`src/rtl/frame_ctrl_pkg.sv`:
```
// frame_ctrl_pkg: shared types and defaults for the frame sequencing controller.
//   ctrl_state_e           - FSM state encoding (IDLE..HOLD)
//   FRAME_CTRL_DEFAULT_DIV - default fastClk cycles per stage tick
package frame_ctrl_pkg;

  typedef enum logic [2:0] {
    IDLE     = 3'd0,
    SHIFT    = 3'd1,
    CAPTURE  = 3'd2,
    DECODE   = 3'd3,
    MULTIPLY = 3'd4,
    HOLD     = 3'd5
  } ctrl_state_e;

  localparam int FRAME_CTRL_DEFAULT_DIV = 2;

endpackage

```
`src/rtl/frame_ctrl_if.sv`:
```
// frame_ctrl_if: control/handshake bundle between frame_ctrl and its environment.
//   control, bitValid, outReady           - requests into the controller
//   shiftEn, captureEn, decodeEn,
//   multiplyEn                            - one-cycle datapath load strobes
//   outValid, busy, overrun               - status / result handshake
// Modports: slave = controller view, master = environment view.
interface frame_ctrl_if;

  logic control;
  logic bitValid;
  logic outReady;
  logic shiftEn;
  logic captureEn;
  logic decodeEn;
  logic multiplyEn;
  logic outValid;
  logic busy;
  logic overrun;

  modport slave (
    input  control, bitValid, outReady,
    output shiftEn, captureEn, decodeEn, multiplyEn, outValid, busy, overrun
  );

  modport master (
    output control, bitValid, outReady,
    input  shiftEn, captureEn, decodeEn, multiplyEn, outValid, busy, overrun
  );

endinterface

```
`src/rtl/frame_ctrl_tick_gen.sv`:
```
// tick_gen: free-running divided-rate tick for the slow datapath stages.
//   fastClk - clock
//   reset   - synchronous active-high reset (count to 0)
//   tick    - high while the count equals DIV_RATIO-1
// The count is never cleared by the FSM, so tick phase is global.
module tick_gen
  import frame_ctrl_pkg::*;
#(
  parameter int DIV_RATIO = FRAME_CTRL_DEFAULT_DIV
) (
  input  logic fastClk,
  input  logic reset,
  output logic tick
);

  localparam int            CW   = (DIV_RATIO > 1) ? $clog2(DIV_RATIO) : 1;
  localparam logic [CW-1:0] LAST = CW'(DIV_RATIO - 1);

  logic [CW-1:0] count;

  always_ff @(posedge fastClk) begin
    if (reset)              count <= '0;
    else if (count == LAST) count <= '0;
    else                    count <= count + 1'b1;
  end

  assign tick = (count == LAST);

endmodule

```
`src/rtl/frame_ctrl.sv`:
```
// frame_ctrl: sequencing controller for the serial-to-parallel datapath.
// Counts DATA_WIDTH serial bits, fires a one-cycle capture enable, then steps
// decode and multiply on divided-rate ticks and holds the result with a
// valid/ready handshake.
//   fastClk - sole clock, rising edge
//   reset   - synchronous active-high reset
//   bus     - frame_ctrl_if.slave (control/bitValid/outReady in; strobes and
//             status out)
// Optional build macro: FRAME_CTRL_OVERRUN_EN adds the sticky overrun flag for
// bits arriving outside IDLE/SHIFT; without it overrun is tied to 0.
// DATA_WIDTH and DIV_RATIO are both expected to be >= 2.
module frame_ctrl
  import frame_ctrl_pkg::*;
#(
  parameter int DATA_WIDTH = 4,
  parameter int DIV_RATIO  = FRAME_CTRL_DEFAULT_DIV
) (
  input  logic         fastClk,
  input  logic         reset,
  frame_ctrl_if.slave  bus
);

  localparam int               CNT_W = $clog2(DATA_WIDTH + 1);
  localparam logic [CNT_W-1:0] FULL  = CNT_W'(DATA_WIDTH);

  ctrl_state_e      state, state_next;
  logic [CNT_W-1:0] bit_cnt, bit_cnt_next;
  logic             tick;
  logic             shift_en, capture_en, decode_en, multiply_en, out_valid;

  tick_gen #(.DIV_RATIO(DIV_RATIO)) u_tick_gen (
    .fastClk (fastClk),
    .reset   (reset),
    .tick    (tick)
  );

  always_ff @(posedge fastClk) begin
    if (reset) begin
      state   <= IDLE;
      bit_cnt <= '0;
    end else begin
      state   <= state_next;
      bit_cnt <= bit_cnt_next;
    end
  end

  always_comb begin
    state_next   = state;
    bit_cnt_next = bit_cnt;
    shift_en     = 1'b0;
    capture_en   = 1'b0;
    decode_en    = 1'b0;
    multiply_en  = 1'b0;
    out_valid    = 1'b0;
    case (state)
      IDLE: begin
        shift_en = bus.control & bus.bitValid;
        if (shift_en) begin
          bit_cnt_next = CNT_W'(1);
          state_next   = (FULL == CNT_W'(1)) ? CAPTURE : SHIFT;
        end
      end
      SHIFT: begin
        // control is not looked at here: a started frame always completes
        shift_en = bus.bitValid;
        if (shift_en) begin
          bit_cnt_next = bit_cnt + 1'b1;
          if (bit_cnt_next == FULL) state_next = CAPTURE;
        end
      end
      CAPTURE: begin
        capture_en   = 1'b1;
        bit_cnt_next = '0;
        state_next   = DECODE;
      end
      DECODE: begin
        if (tick) begin
          decode_en  = 1'b1;
          state_next = MULTIPLY;
        end
      end
      MULTIPLY: begin
        if (tick) begin
          multiply_en = 1'b1;
          state_next  = HOLD;
        end
      end
      HOLD: begin
        out_valid = 1'b1;
        if (bus.outReady) state_next = IDLE;
      end
      default: state_next = IDLE;
    endcase
  end

  assign bus.shiftEn    = shift_en;
  assign bus.captureEn  = capture_en;
  assign bus.decodeEn   = decode_en;
  assign bus.multiplyEn = multiply_en;
  assign bus.outValid   = out_valid;
  assign bus.busy       = (state != IDLE);

`ifdef FRAME_CTRL_OVERRUN_EN
  // A bit seen after the frame is full is lost; remember that until reset.
  logic dropped;
  logic overrun_q;

  assign dropped = bus.bitValid &
                   ((state == CAPTURE) || (state == DECODE) ||
                    (state == MULTIPLY) || (state == HOLD));

  always_ff @(posedge fastClk) begin
    if (reset)        overrun_q <= 1'b0;
    else if (dropped) overrun_q <= 1'b1;
  end

  assign bus.overrun = overrun_q;
`else
  assign bus.overrun = 1'b0;
`endif

endmodule

```
`src/flat_wrapper.sv`:
```
// flat-port wrapper written by rule: the top's interface ports become plain ports
module frame_ctrl_flat import frame_ctrl_pkg::*;
#(
  parameter int DATA_WIDTH = 4,
  parameter int DIV_RATIO  = FRAME_CTRL_DEFAULT_DIV
)
  (fastClk, reset, bus_control, bus_bitValid, bus_outReady, bus_shiftEn, bus_captureEn, bus_decodeEn, bus_multiplyEn, bus_outValid, bus_busy, bus_overrun);
  frame_ctrl_if bus_i ();
  input  logic fastClk;
  input  logic reset;
  input wire logic [$bits(bus_i.control)-1:0] bus_control;
  input wire logic [$bits(bus_i.bitValid)-1:0] bus_bitValid;
  input wire logic [$bits(bus_i.outReady)-1:0] bus_outReady;
  output wire logic [$bits(bus_i.shiftEn)-1:0] bus_shiftEn;
  output wire logic [$bits(bus_i.captureEn)-1:0] bus_captureEn;
  output wire logic [$bits(bus_i.decodeEn)-1:0] bus_decodeEn;
  output wire logic [$bits(bus_i.multiplyEn)-1:0] bus_multiplyEn;
  output wire logic [$bits(bus_i.outValid)-1:0] bus_outValid;
  output wire logic [$bits(bus_i.busy)-1:0] bus_busy;
  output wire logic [$bits(bus_i.overrun)-1:0] bus_overrun;
  assign bus_i.control = bus_control;
  assign bus_i.bitValid = bus_bitValid;
  assign bus_i.outReady = bus_outReady;
  assign bus_shiftEn = bus_i.shiftEn;
  assign bus_captureEn = bus_i.captureEn;
  assign bus_decodeEn = bus_i.decodeEn;
  assign bus_multiplyEn = bus_i.multiplyEn;
  assign bus_outValid = bus_i.outValid;
  assign bus_busy = bus_i.busy;
  assign bus_overrun = bus_i.overrun;
  frame_ctrl #(.DATA_WIDTH(DATA_WIDTH), .DIV_RATIO(DIV_RATIO)) u_core (.fastClk(fastClk), .reset(reset), .bus(bus_i));
endmodule
```
`config.mk`:
```
export PLATFORM = sky130hd
export DESIGN_NAME = frame_ctrl_flat
export DESIGN_NICKNAME = d
export VERILOG_FILES = /design/src/rtl/frame_ctrl_pkg.sv /design/src/rtl/frame_ctrl_if.sv /design/src/rtl/frame_ctrl_tick_gen.sv /design/src/rtl/frame_ctrl.sv /design/src/flat_wrapper.sv
export SDC_FILE = /design/constraint.sdc
export NUM_CORES = 1
export LEC_CHECK = 0
export BUFFER_PORTS_ARGS = -buffer_cell sky130_fd_sc_hd__buf_2
export CAP_MARGIN = 20
export CORE_AREA = 4 4 41 43
export CTS_BUF_LIST = sky130_fd_sc_hd__clkbuf_8 sky130_fd_sc_hd__clkbuf_16
export CTS_CLUSTER_SIZE = 30
export DETAILED_ROUTE_END_ITERATION = 8
export DIE_AREA = 0 0 45 47
export PLACE_DENSITY_LB_ADDON = 0.05
export SYNTH_ARGS = -nofsm -noshare
export SYNTH_HDL_FRONTEND = slang
export SYNTH_SLANG_ARGS = --single-unit
```
`constraint.sdc`:
```
create_clock -name fastClk -period 3.2 [get_ports fastClk]
set_input_delay 0.16 -clock fastClk [delete_from_list [all_inputs] [get_ports fastClk]]
set_output_delay 0.16 -clock fastClk [all_outputs]
set_load 0.02 [all_outputs]
```
==> impl_metrics.toml <==
[run_status]
result_of_the_run = "finished, final reports clean"

[worst_hold_path]
hold_depth = 2
holdCritStartpoint = "reset"
hold_end = "u_core.bit_cnt[2]"
worstHoldPathType = "input pin to flip-flop"

[synthesis]
yosys.area.top_type_share_pct = 27.3
synth_area_leaders = "dfxtp_1 27%, a21oi_1 4.9%, ha_1 4.9%"
syn-instance-count = 64
ys_seq_elements = 7
synth_async_sr_flop_share_pct = 0
post_synthesis_cell_area_sq_um = 513
synth.most_common_cell = "dfxtp_1"
synth_flop_cell = "dfxtp_1"
synth.distinct_cells = 33
synth_top_cells_by_count = "7 x dfxtp_1, 5 x a21oi_1, 5 x nor2_1, 4 x nand2_1, 4 x o21ai_0"
synth_seq_area_share_pct = 27.3
syn_nets = 71
postSynthAreaPerCell_sq_um = 8.02
synth-edff-count = 0
netlist.top_cell.by_area = "dfxtp_1"
synth_warnings = 0

[floorplan]
floorplan.die.height_microns = 47
fp-row-count = 13
total_i_o_pin_count = 12
initial_core_util_pct = 39.4
die_width_microns = 45
die_area_sq_um = 2120
core_area_sq_um = 1300

[sta]
final_min_period_over_clock_period_pct = 56.9
sum_of_negative_setup_slack_ns = 0
final.min_clock_period_ns = 1.82
fmaxAchievable_mhz = 549
timing.clock.skew_ns = 0.00155
setup_violations_final = 0
hold_viol_final = 0
maxSlewHeadroom_pct = 60.5
measured_slew_at_the_worst_slew_check_pin_ns = 0.592
report.final.slew_viol_count = 0
rsz0062_at_grt = "false"

[cts]
clock-root-buffer = "clkbuf_8"
number_of_cts_inserted_buffers = 3
cts.repair.resized = 0
clk-insertion-delay-late_ns = 0.22
clock_pin_slew_reported_for_the_worst_setup_and_hold_paths_after_clock_tree_synthesis_ns = 0.04
postCtsHoldBufs = 0
postCtsSetupBuffers = 0
cts_tree = "done"
clock_sinks = 7
cts_h_tree_depth = 1
cts.path.max_buffers = 2

[placed_design]
place_hpwl_microns = 757
place.gp.congestion = 0.774
port_buffers = 10

[power_and_ir_drop]
static-leakage-power_nw = 0.261
total_power_w = 0.000388
vdd_drop_max_mv = 0.236
p_per_area_nw_per_um2 = 648

[global_routing]
initial_antenna_violation_count = 0
grt_first_pass_wirelength_microns = 1880
pin_count_of_the_biggest_net_entering_global_routing = 20
overflow = 0
first_global_vias = 415
global_route.usage.total_pct = 12.6

[routing]
wire_per_inst_microns = 12.4
drt_iter0_drc = 10
detailedRoute.firstPassIterationCount = 2
drt_drc_violations_left = 0
vias_per_cell = 5.32
drt-total-wl_microns = 1080
final_antenna_net_count = 0
count_of_vias_placed_by_the_detailed_router = 463

[layout]
flow.area_growth_from_synthesis_pct = 16.6
final_net_count = 80
final_layout_size_suffix_gt1_share_pct = 25.0
layout.filler_cells = 138
antenna_fix_cells = 0

[setup_path]
cp_max_fanout = 19
startpoint_type = "flip-flop"
critical_path.reg2reg.startpoint = "u_core.state[2]"
reg2reg_setup_slack_ns = 1.38
cp_data_arrival_time_ns = 1.91
timing_worst_setup_path_type = "flip-flop to flip-flop"
critical_path_required_ns = 3.29
r2r_end = "u_core.state[0]"
worstRegToRegCells = 4
cp-end-kind = "flip-flop"

[flow_run]
max_cap_violations = 0
==> placed cells by master (no fill, tap or decap), types with 2 or more instances in the layout <==
cell type / Yosys / layout
buf_2: 2 / 10
dfxtp_1: 7 / 7
a21oi_1: 5 / 5
nor2_1: 5 / 5
inv_1: 3 / 4
nand2_1: 4 / 4
o21ai_0: 4 / 4
or3_1: 3 / 3
clkbuf_8: 0 / 3
nor3_1: 2 / 2
nor2b_1: 2 / 2
nand3b_1: 2 / 2
xnor2_1: 2 / 2
ha_1: 2 / 2
==> kinds of logic after synthesis <==
logic type | after synthesis | share of synthesized area, %
AO/OA/AOI/OAI | 20 | 28.5
XOR/XNOR | 2 | 3.42
adder cells (fa/ha/maj) | 2 | 4.88
buffers and inverters | 9 | 7.81
flip-flops | 7 | 27.3
multiplexers | 1 | 2.19
other | 1 | 0.731
AND/OR/NAND/NOR | 22 | 25.1
==> critical path, cell delays in order, from the launching register on <==
cell     delay [ns]
dfxtp_1        0.69
or3b_2         0.51
a21oi_1        0.23
or3_1          0.17
o21ai_0        0.09
==> metal layers <==
layer	vias up	GRT usage, %	wire length, microns
met5	-	0	0
met4	0	8.77	10
met3	2	4.98	77
met2	12	16.4	444
met1	200	16.8	547
li1	249	-	-
==> worst max-delay path by stage <==
stage,start,to,depth (start not counted)
2_1_floorplan,u_core.bit_cnt[0],u_core.state[1],5
3_3_place_gp,u_core.state[2],u_core.state[1],4
3_5_place_dp,u_core.state[2],u_core.state[0],4
4_1_cts,u_core.state[2],u_core.state[0],4
5_1_grt,u_core.state[2],u_core.state[0],4
6_report,u_core.state[2],u_core.state[0],4
==> flip-flops by register name, summed over array words and instances, names as in the netlist <==
signal / cells
u_core.state: 3
u_core.u_tick_gen.tick: 1
u_core.bit_cnt: 3
==> where the power goes <==
group          leakage [nW]  total (W)  switching, W  internal [W]
Clock                0.0269   0.000119     0.0000359     0.0000827
Sequential           0.0572   0.000139     0.0000389     0.0000997
Combinational         0.177   0.000130     0.0000726     0.0000577
Total                 0.261   0.000388      0.000147      0.000240
==> area by class of cell <==
type                    instances  area [sq um]  share of cell area (%)
multi-input cells              48           333                    55.6
flip-flops and latches          7           140                    23.4
repair buffers                 10          50.0                    8.37
clock buffers                   3          41.3                    6.90
well taps                      15          18.8                    3.14
inverters                       3          11.3                    1.88
clock inverters                 1          3.75                   0.628
==> through the flow <==
stage / setup slack, ns / area, sq um / hold slack (ns) / std cells / util (%)
2_1_floorplan: 1.67 / 513 / 0.419 / 64 / -
3_3_place_gp: 1.38 / 553 / 0.449 / 83 / 42.5
3_5_place_dp: 1.37 / 553 / 0.451 / 83 / 42.5
4_1_cts: 1.36 / 598 / 0.216 / 87 / 46.0
5_1_grt: 1.20 / 598 / 0.233 / 87 / 46.0
6_report: 1.38 / 598 / 0.225 / 87 / 46.0
Note: power is estimated with default switching activity, not from simulation.
